**src/rtl/rider_alert.sv**
```systemverilog
// Rider presence/balance, battery and over-speed alerts for a self-balancing platform.
// Define RIDER_ALERT_BATT_LATCH_EN to make batt_low sticky until reset.
module rider_alert #(
  parameter logic [11:0] MIN_RIDER_WT = 12'h200,
  parameter logic [11:0] WT_HYST      = 12'h040,
  parameter logic [11:0] BATT_THRES   = 12'h800,
  parameter logic [11:0] BATT_HYST    = 12'h020,
  parameter logic [11:0] SPD_THRES    = 12'h600,
  parameter logic [11:0] SPD_HYST     = 12'h040,
  parameter int          FAST_SIM     = 1
) (
  input  logic        clk,
  input  logic        rst_n,
  input  logic        vld,
  input  logic [11:0] lft_ld,
  input  logic [11:0] rght_ld,
  input  logic [11:0] batt,
  input  logic [11:0] lft_spd,
  input  logic [11:0] rght_spd,
  output logic        en_steer,
  output logic        rider_off,
  output logic        batt_low,
  output logic        too_fast
);

  typedef enum logic [1:0] {
    IDLE  = 2'd0,
    WAIT  = 2'd1,
    STEER = 2'd2
  } state_t;

  state_t      state_q, state_d;
  logic [25:0] timer_q, timer_d;
  logic        en_steer_q, en_steer_d;
  logic        rider_off_q, rider_off_d;
  logic        batt_low_q, batt_low_d;
  logic        too_fast_q, too_fast_d;

  logic [12:0] sum;
  logic [11:0] diff;
  logic [16:0] sum_w;
  logic [16:0] diff_w;
  logic        rider_on;
  logic        rider_gone;
  logic        wait_imbal;
  logic        steer_imbal;
  logic        timer_full;
  logic        timer_clr;

  logic [11:0] lft_mag;
  logic [11:0] rght_mag;
  logic [11:0] mag;
  logic        fast_set;
  logic        fast_clr;
  logic        batt_set;
  logic        batt_clr;

  // Two's-complement magnitude; the most negative code has no positive twin, so clamp it.
  function automatic logic [11:0] sat_abs(input logic [11:0] v);
    logic [11:0] r;
    if (!v[11]) begin
      r = v;
    end else if (v == 12'h800) begin
      r = 12'h7FF;
    end else begin
      r = ~v + 12'd1;
    end
    return r;
  endfunction

  always_comb begin
    sum    = {1'b0, lft_ld} + {1'b0, rght_ld};
    diff   = (lft_ld >= rght_ld) ? (lft_ld - rght_ld) : (rght_ld - lft_ld);
    sum_w  = {4'b0000, sum};
    diff_w = {5'b00000, diff};

    rider_on   = sum > {1'b0, MIN_RIDER_WT};
    rider_gone = ({1'b0, sum} + {2'b00, WT_HYST}) < {2'b00, MIN_RIDER_WT};
    wait_imbal = (diff_w << 2) > sum_w;
    // 15*sum as 16*sum-sum; the 17-bit width holds 16*8190 without wrapping.
    steer_imbal = (diff_w << 4) > ((sum_w << 4) - sum_w);

    timer_full = (FAST_SIM != 0) ? (&timer_q[14:0]) : (&timer_q);
  end

  always_comb begin
    state_d   = state_q;
    timer_clr = 1'b0;
    if (vld) begin
      unique case (state_q)
        IDLE: begin
          if (rider_on) begin
            state_d   = WAIT;
            timer_clr = 1'b1;
          end
        end
        WAIT: begin
          if (rider_gone) begin
            state_d = IDLE;
          end else if (wait_imbal) begin
            timer_clr = 1'b1;
          end else if (timer_full) begin
            state_d = STEER;
          end
        end
        STEER: begin
          if (rider_gone) begin
            state_d = IDLE;
          end else if (steer_imbal) begin
            state_d   = WAIT;
            timer_clr = 1'b1;
          end
        end
        default: begin
          state_d = IDLE;
        end
      endcase
    end

    // The settle timer free-runs on every clock, not just on sample strobes.
    if (timer_clr) begin
      timer_d = 26'd0;
    end else if (timer_full) begin
      timer_d = timer_q;
    end else begin
      timer_d = timer_q + 26'd1;
    end
  end

  always_comb begin
    lft_mag  = sat_abs(lft_spd);
    rght_mag = sat_abs(rght_spd);
    mag      = (lft_mag >= rght_mag) ? lft_mag : rght_mag;

    fast_set = mag > SPD_THRES;
    fast_clr = ({1'b0, mag} + {1'b0, SPD_HYST}) <= {1'b0, SPD_THRES};
    batt_set = batt < BATT_THRES;
    batt_clr = {1'b0, batt} >= ({1'b0, BATT_THRES} + {1'b0, BATT_HYST});
  end

  // Alarm flags only move on sample strobes; set is checked first so it dominates clear.
  always_comb begin
    en_steer_d  = en_steer_q;
    rider_off_d = rider_off_q;
    batt_low_d  = batt_low_q;
    too_fast_d  = too_fast_q;
    if (vld) begin
      en_steer_d  = (state_d == STEER);
      rider_off_d = (state_d == IDLE);

      if (fast_set) begin
        too_fast_d = 1'b1;
      end else if (fast_clr) begin
        too_fast_d = 1'b0;
      end

      if (batt_set) begin
        batt_low_d = 1'b1;
      end else if (batt_clr) begin
`ifdef RIDER_ALERT_BATT_LATCH_EN
        batt_low_d = batt_low_q;
`else
        batt_low_d = 1'b0;
`endif
      end
    end
  end

  always_ff @(posedge clk) begin
    if (!rst_n) begin
      state_q     <= IDLE;
      timer_q     <= 26'd0;
      en_steer_q  <= 1'b0;
      rider_off_q <= 1'b1;
      batt_low_q  <= 1'b0;
      too_fast_q  <= 1'b0;
    end else begin
      state_q     <= state_d;
      timer_q     <= timer_d;
      en_steer_q  <= en_steer_d;
      rider_off_q <= rider_off_d;
      batt_low_q  <= batt_low_d;
      too_fast_q  <= too_fast_d;
    end
  end

  assign en_steer  = en_steer_q;
  assign rider_off = rider_off_q;
  assign batt_low  = batt_low_q;
  assign too_fast  = too_fast_q;

endmodule

```
**config.mk**
```make
export PLATFORM = sky130hd
export DESIGN_NAME = rider_alert
export DESIGN_NICKNAME = d
export VERILOG_FILES = /design/src/rtl/rider_alert.sv
export SDC_FILE = /design/constraint.sdc
export NUM_CORES = 1
export LEC_CHECK = 0
export ABC_CLOCK_PERIOD_IN_PS = 7100
export CAP_MARGIN = 20
export CORE_UTILIZATION = 53
export CTS_CLUSTER_SIZE = 20
export DETAILED_ROUTE_END_ITERATION = 7
export GPL_ROUTABILITY_DRIVEN = 0
export GPL_TIMING_DRIVEN = 0
export PLACE_DENSITY_LB_ADDON = 0.25
export SLEW_MARGIN = 30
export SYNTH_ARGS = -nofsm -noshare
export SYNTH_HDL_FRONTEND = slang
export SYNTH_SLANG_ARGS = --single-unit
```
**constraint.sdc**
```tcl
create_clock -name clk -period 7.1 [get_ports clk]
set_input_delay 2.13 -clock clk [delete_from_list [all_inputs] [get_ports clk]]
set_output_delay 2.13 -clock clk [all_outputs]
set_load 0.03 [all_outputs]
```
==> results of run 1 <==
-- where the power goes --
group | switching, mW | internal (mW)
Clock | 0.0373 | 0.0400
Combinational | 0.684 | 0.573
Sequential | 0.00327 | 0.122
-- path summary, 6_finish.rpt --
path                                         startpoint                endpoint  cells after the start
worst max-delay path                         rght_ld[5]  rider_off$_SDFFE_PN1P_                     25
worst min-delay path              too_fast$_SDFFE_PN0P_   too_fast$_SDFFE_PN0P_                      2
worst max register to register  timer_q[0]$_SDFFE_PP0N_  rider_off$_SDFFE_PN1P_                     11
worst min register to register    too_fast$_SDFFE_PN0P_   too_fast$_SDFFE_PN0P_                      2
-- metrics by stage --
stage                     setup WS, ns  hold slack [ns]  TNS (ns)  power (mW)
after floorplan                  0.114            0.477         0       0.761
after global placement           -1.30            0.470    -22.27       0.931
after detailed placement         -1.45            0.473    -25.27       0.960
after CTS                      0.00107            0.489         0        1.25
after global routing            -0.115            0.525    -0.352        1.55
final                           0.0548            0.484         0        1.46
-- flip-flops by register name, summed over array words and instances (netlist names), named ones only --
name	count
batt_low	1
en_steer	1
rider_off	1
state_q	1
timer_q	15
too_fast	1
-- kinds of logic after synthesis --
family	after synthesis
DFF	21
buffers and inverters	83
AOI/OAI and AO/OA	199
xor gates and xnor gates	61
adders and majority gates	87
muxes	8
and+or+nand+nor	276
-- routing by layer --
layer	share of wire	up-vias	wire length (um)
met1	0.40	2902	6890
met3	0.051	78	885
li1	-	2935	-
met5	0	-	0
met2	0.50	283	8710
met4	0.048	0	837
-- worst max-delay path: cells and delay by family --
| kind | cells | cell delay [ns] |
|---|---|---|
| simple gates | 8 | 1.47 |
| fa+ha+maj | 2 | 0.60 |
| compound gates | 10 | 2.07 |
| buf+inv | 3 | 0.53 |
| xor+xnor | 2 | 0.38 |
-- synthesized netlist by cell type (all sizes together) (4+ instances only) --
cell    number
a211oi      17
a21boi       4
a21o        17
a21oi       42
a31o         4
a31oi       10
a41oi        4
and2        12
and3        13
buf         10
clkbuf       8
dfxtp       21
ha          83
inv         64
mux2i        7
nand2       49
nand2b       9
nand3       26
nand4       16
nor2        55
nor2b       19
nor3        29
nor3b        4
nor4        11
o211ai      14
o21a        10
o21ai       31
o21bai       6
o22ai        5
o31ai       11
or2          5
or3          9
or4          4
xnor2       38
xor2        22
-- cell type report --
cell class              instances  share of cell area
multi-input cells             631               0.728
repair buffers                119               0.134
flip-flops and latches         21              0.0554
inverters                      65              0.0345
well taps                     133              0.0219
plain buffers                  18              0.0198
clock buffers                   4             0.00594
-- timing repair --
action / 4_1_cts / 5_1_grt
resized for setup: 108 / 110
hold buffers: 0 / 0
buffers inserted: 31 / 28
cloned: 0 / 1
pin swaps: 46 / 63
setup endpoints to repair: 19 / 19
==> flow_metrics.tcl, run 1 <==
set metrics [dict create \
    fin_crit_ns 7.05 \
    finalNetCount 1008 \
    grt_pass1_vias 5958 \
    fin_worst_skew_ns 0.00659 \
    dr_total_vias 6198 \
    synth_top_area_share 0.188 \
    slew_headroom 0.586 \
    synth_xor_xnor_area_share 0.111 \
    async_flop_share 0 \
    ys.flop_type "dfxtp_1" \
    cp_common_cell "nand2_2" \
    tightest_slew_ns 0.615 \
    crit_arrival_ns 7.19 \
    viasPerCell 6.25 \
    synthMuxAreaShare 0.0177 \
    slew_violations 0 \
    register_area_sq_um 420 \
    routedWlPerCell_um 17.5 \
    path_clk_slew_ns 0.07 \
    n_fill_cell 705 \
    min_period_over_period 0.992 \
    initial_utilization 0.555 \
    synth_cell_types 90 \
    overflow 0 \
    synth.largest_area_cell "ha_1" \
    grtUsageTotal 0.280 \
    core_region_area_sq_um 9950 \
    stdcell_count 991 \
    dr.pass1.iters 6 \
    mostFrequentLayoutCell "ha_1" \
    use_met2 0.530 \
    cp-end-kind "register" \
    netlist_instances 735 \
    dp_cells 927 \
    drive_gt1_frac 0.256 \
    die_x_um 104 \
    die_area_sq_um 10800 \
    worstPathRequired_ns 7.25 \
    crit_type "in -> reg" \
    grt_use_met1 0.319 \
    cts-root-buf "clkbuf_8" \
    grt_pass1_wl_mm 26.1 \
    p_leak_nw 3.21 \
    grt_max_degree 12 \
    slowest_delay_ns 0.42 \
    worstSkewPairLatency_ns 0.26 \
    hold_viol_final 0 \
    port_buffers 59 \
    r2r_setup_slack_ns 4.14 \
    p_per_area_nw_per_um2 192 \
    syn_area_sq_um 5520 \
    final_cell_area_sq_um 7590 \
    hpwl_mm 11.4 \
    synth_fa_ha_area_frac 0.201 \
    cp_slowest_cell "or3_1" \
    drtAntennaViolNets 0 \
    crit_fanout 10 \
    synth_top_family_by_area "simple AND/OR/NAND/NOR gates" \
    setup_viol_count_final 0 \
    yosys.area_share.simple 0.268 \
    vdd_ir_drop_max_uv 89.2 \
    syn_nets 884 \
    cts_buffers 3 \
    drtIter0Drc 430 \
    start_kind "input pin" \
    die_y_um 104 \
    final_util 0.762 \
    ys_seq_area_frac 0.0761 \
    maxCapViolCount 0 \
    status "finished clean" \
    layout_common_cells "ha_1, buf_4, inv_1" \
    antenna_cells 0 \
    synth_compound_area_frac 0.264 \
    drt_wl_total_mm 17.3 \
    yosys_warnings 0 \
    drc 0 \
    clock_path_buffers 2 \
    cts_sinks 21 \
    io_pins 67 \
    rows 36 \
    tritoncts "done" \
    area_delta_synth_final_pct 37.3 \
    synth_area_per_cell_sq_um 7.52 \
    hold_class "reg -> reg" \
    synth_edf_count 0 \
    cts_max_level 1 \
    multiInputGateArea_sq_um 5520 \
    use_met3 0.0226 \
    dpl_cell_area_sq_um 6280 \
    synth_area_leaders "ha_1, dfxtp_1, xnor2_1" \
    grt_busiest_layer "met2" \
    antenna_found_initial 0 \
    fmax_ghz 0.142 \
    synth_seq_cells 21 \
]
(Power assumes the default switching activity.)
==> run 2, diff against run 1 <==
--- a/config.mk
+++ b/config.mk
@@ -6,7 +6,6 @@
 export NUM_CORES = 1
 export LEC_CHECK = 0
 export ABC_CLOCK_PERIOD_IN_PS = 7100
-export CAP_MARGIN = 20
 export CORE_UTILIZATION = 53
 export CTS_CLUSTER_SIZE = 20
 export DETAILED_ROUTE_END_ITERATION = 7
==> results of run 2 <==
Same layout as run 1: the final DEF is identical, and so are final timing and power.
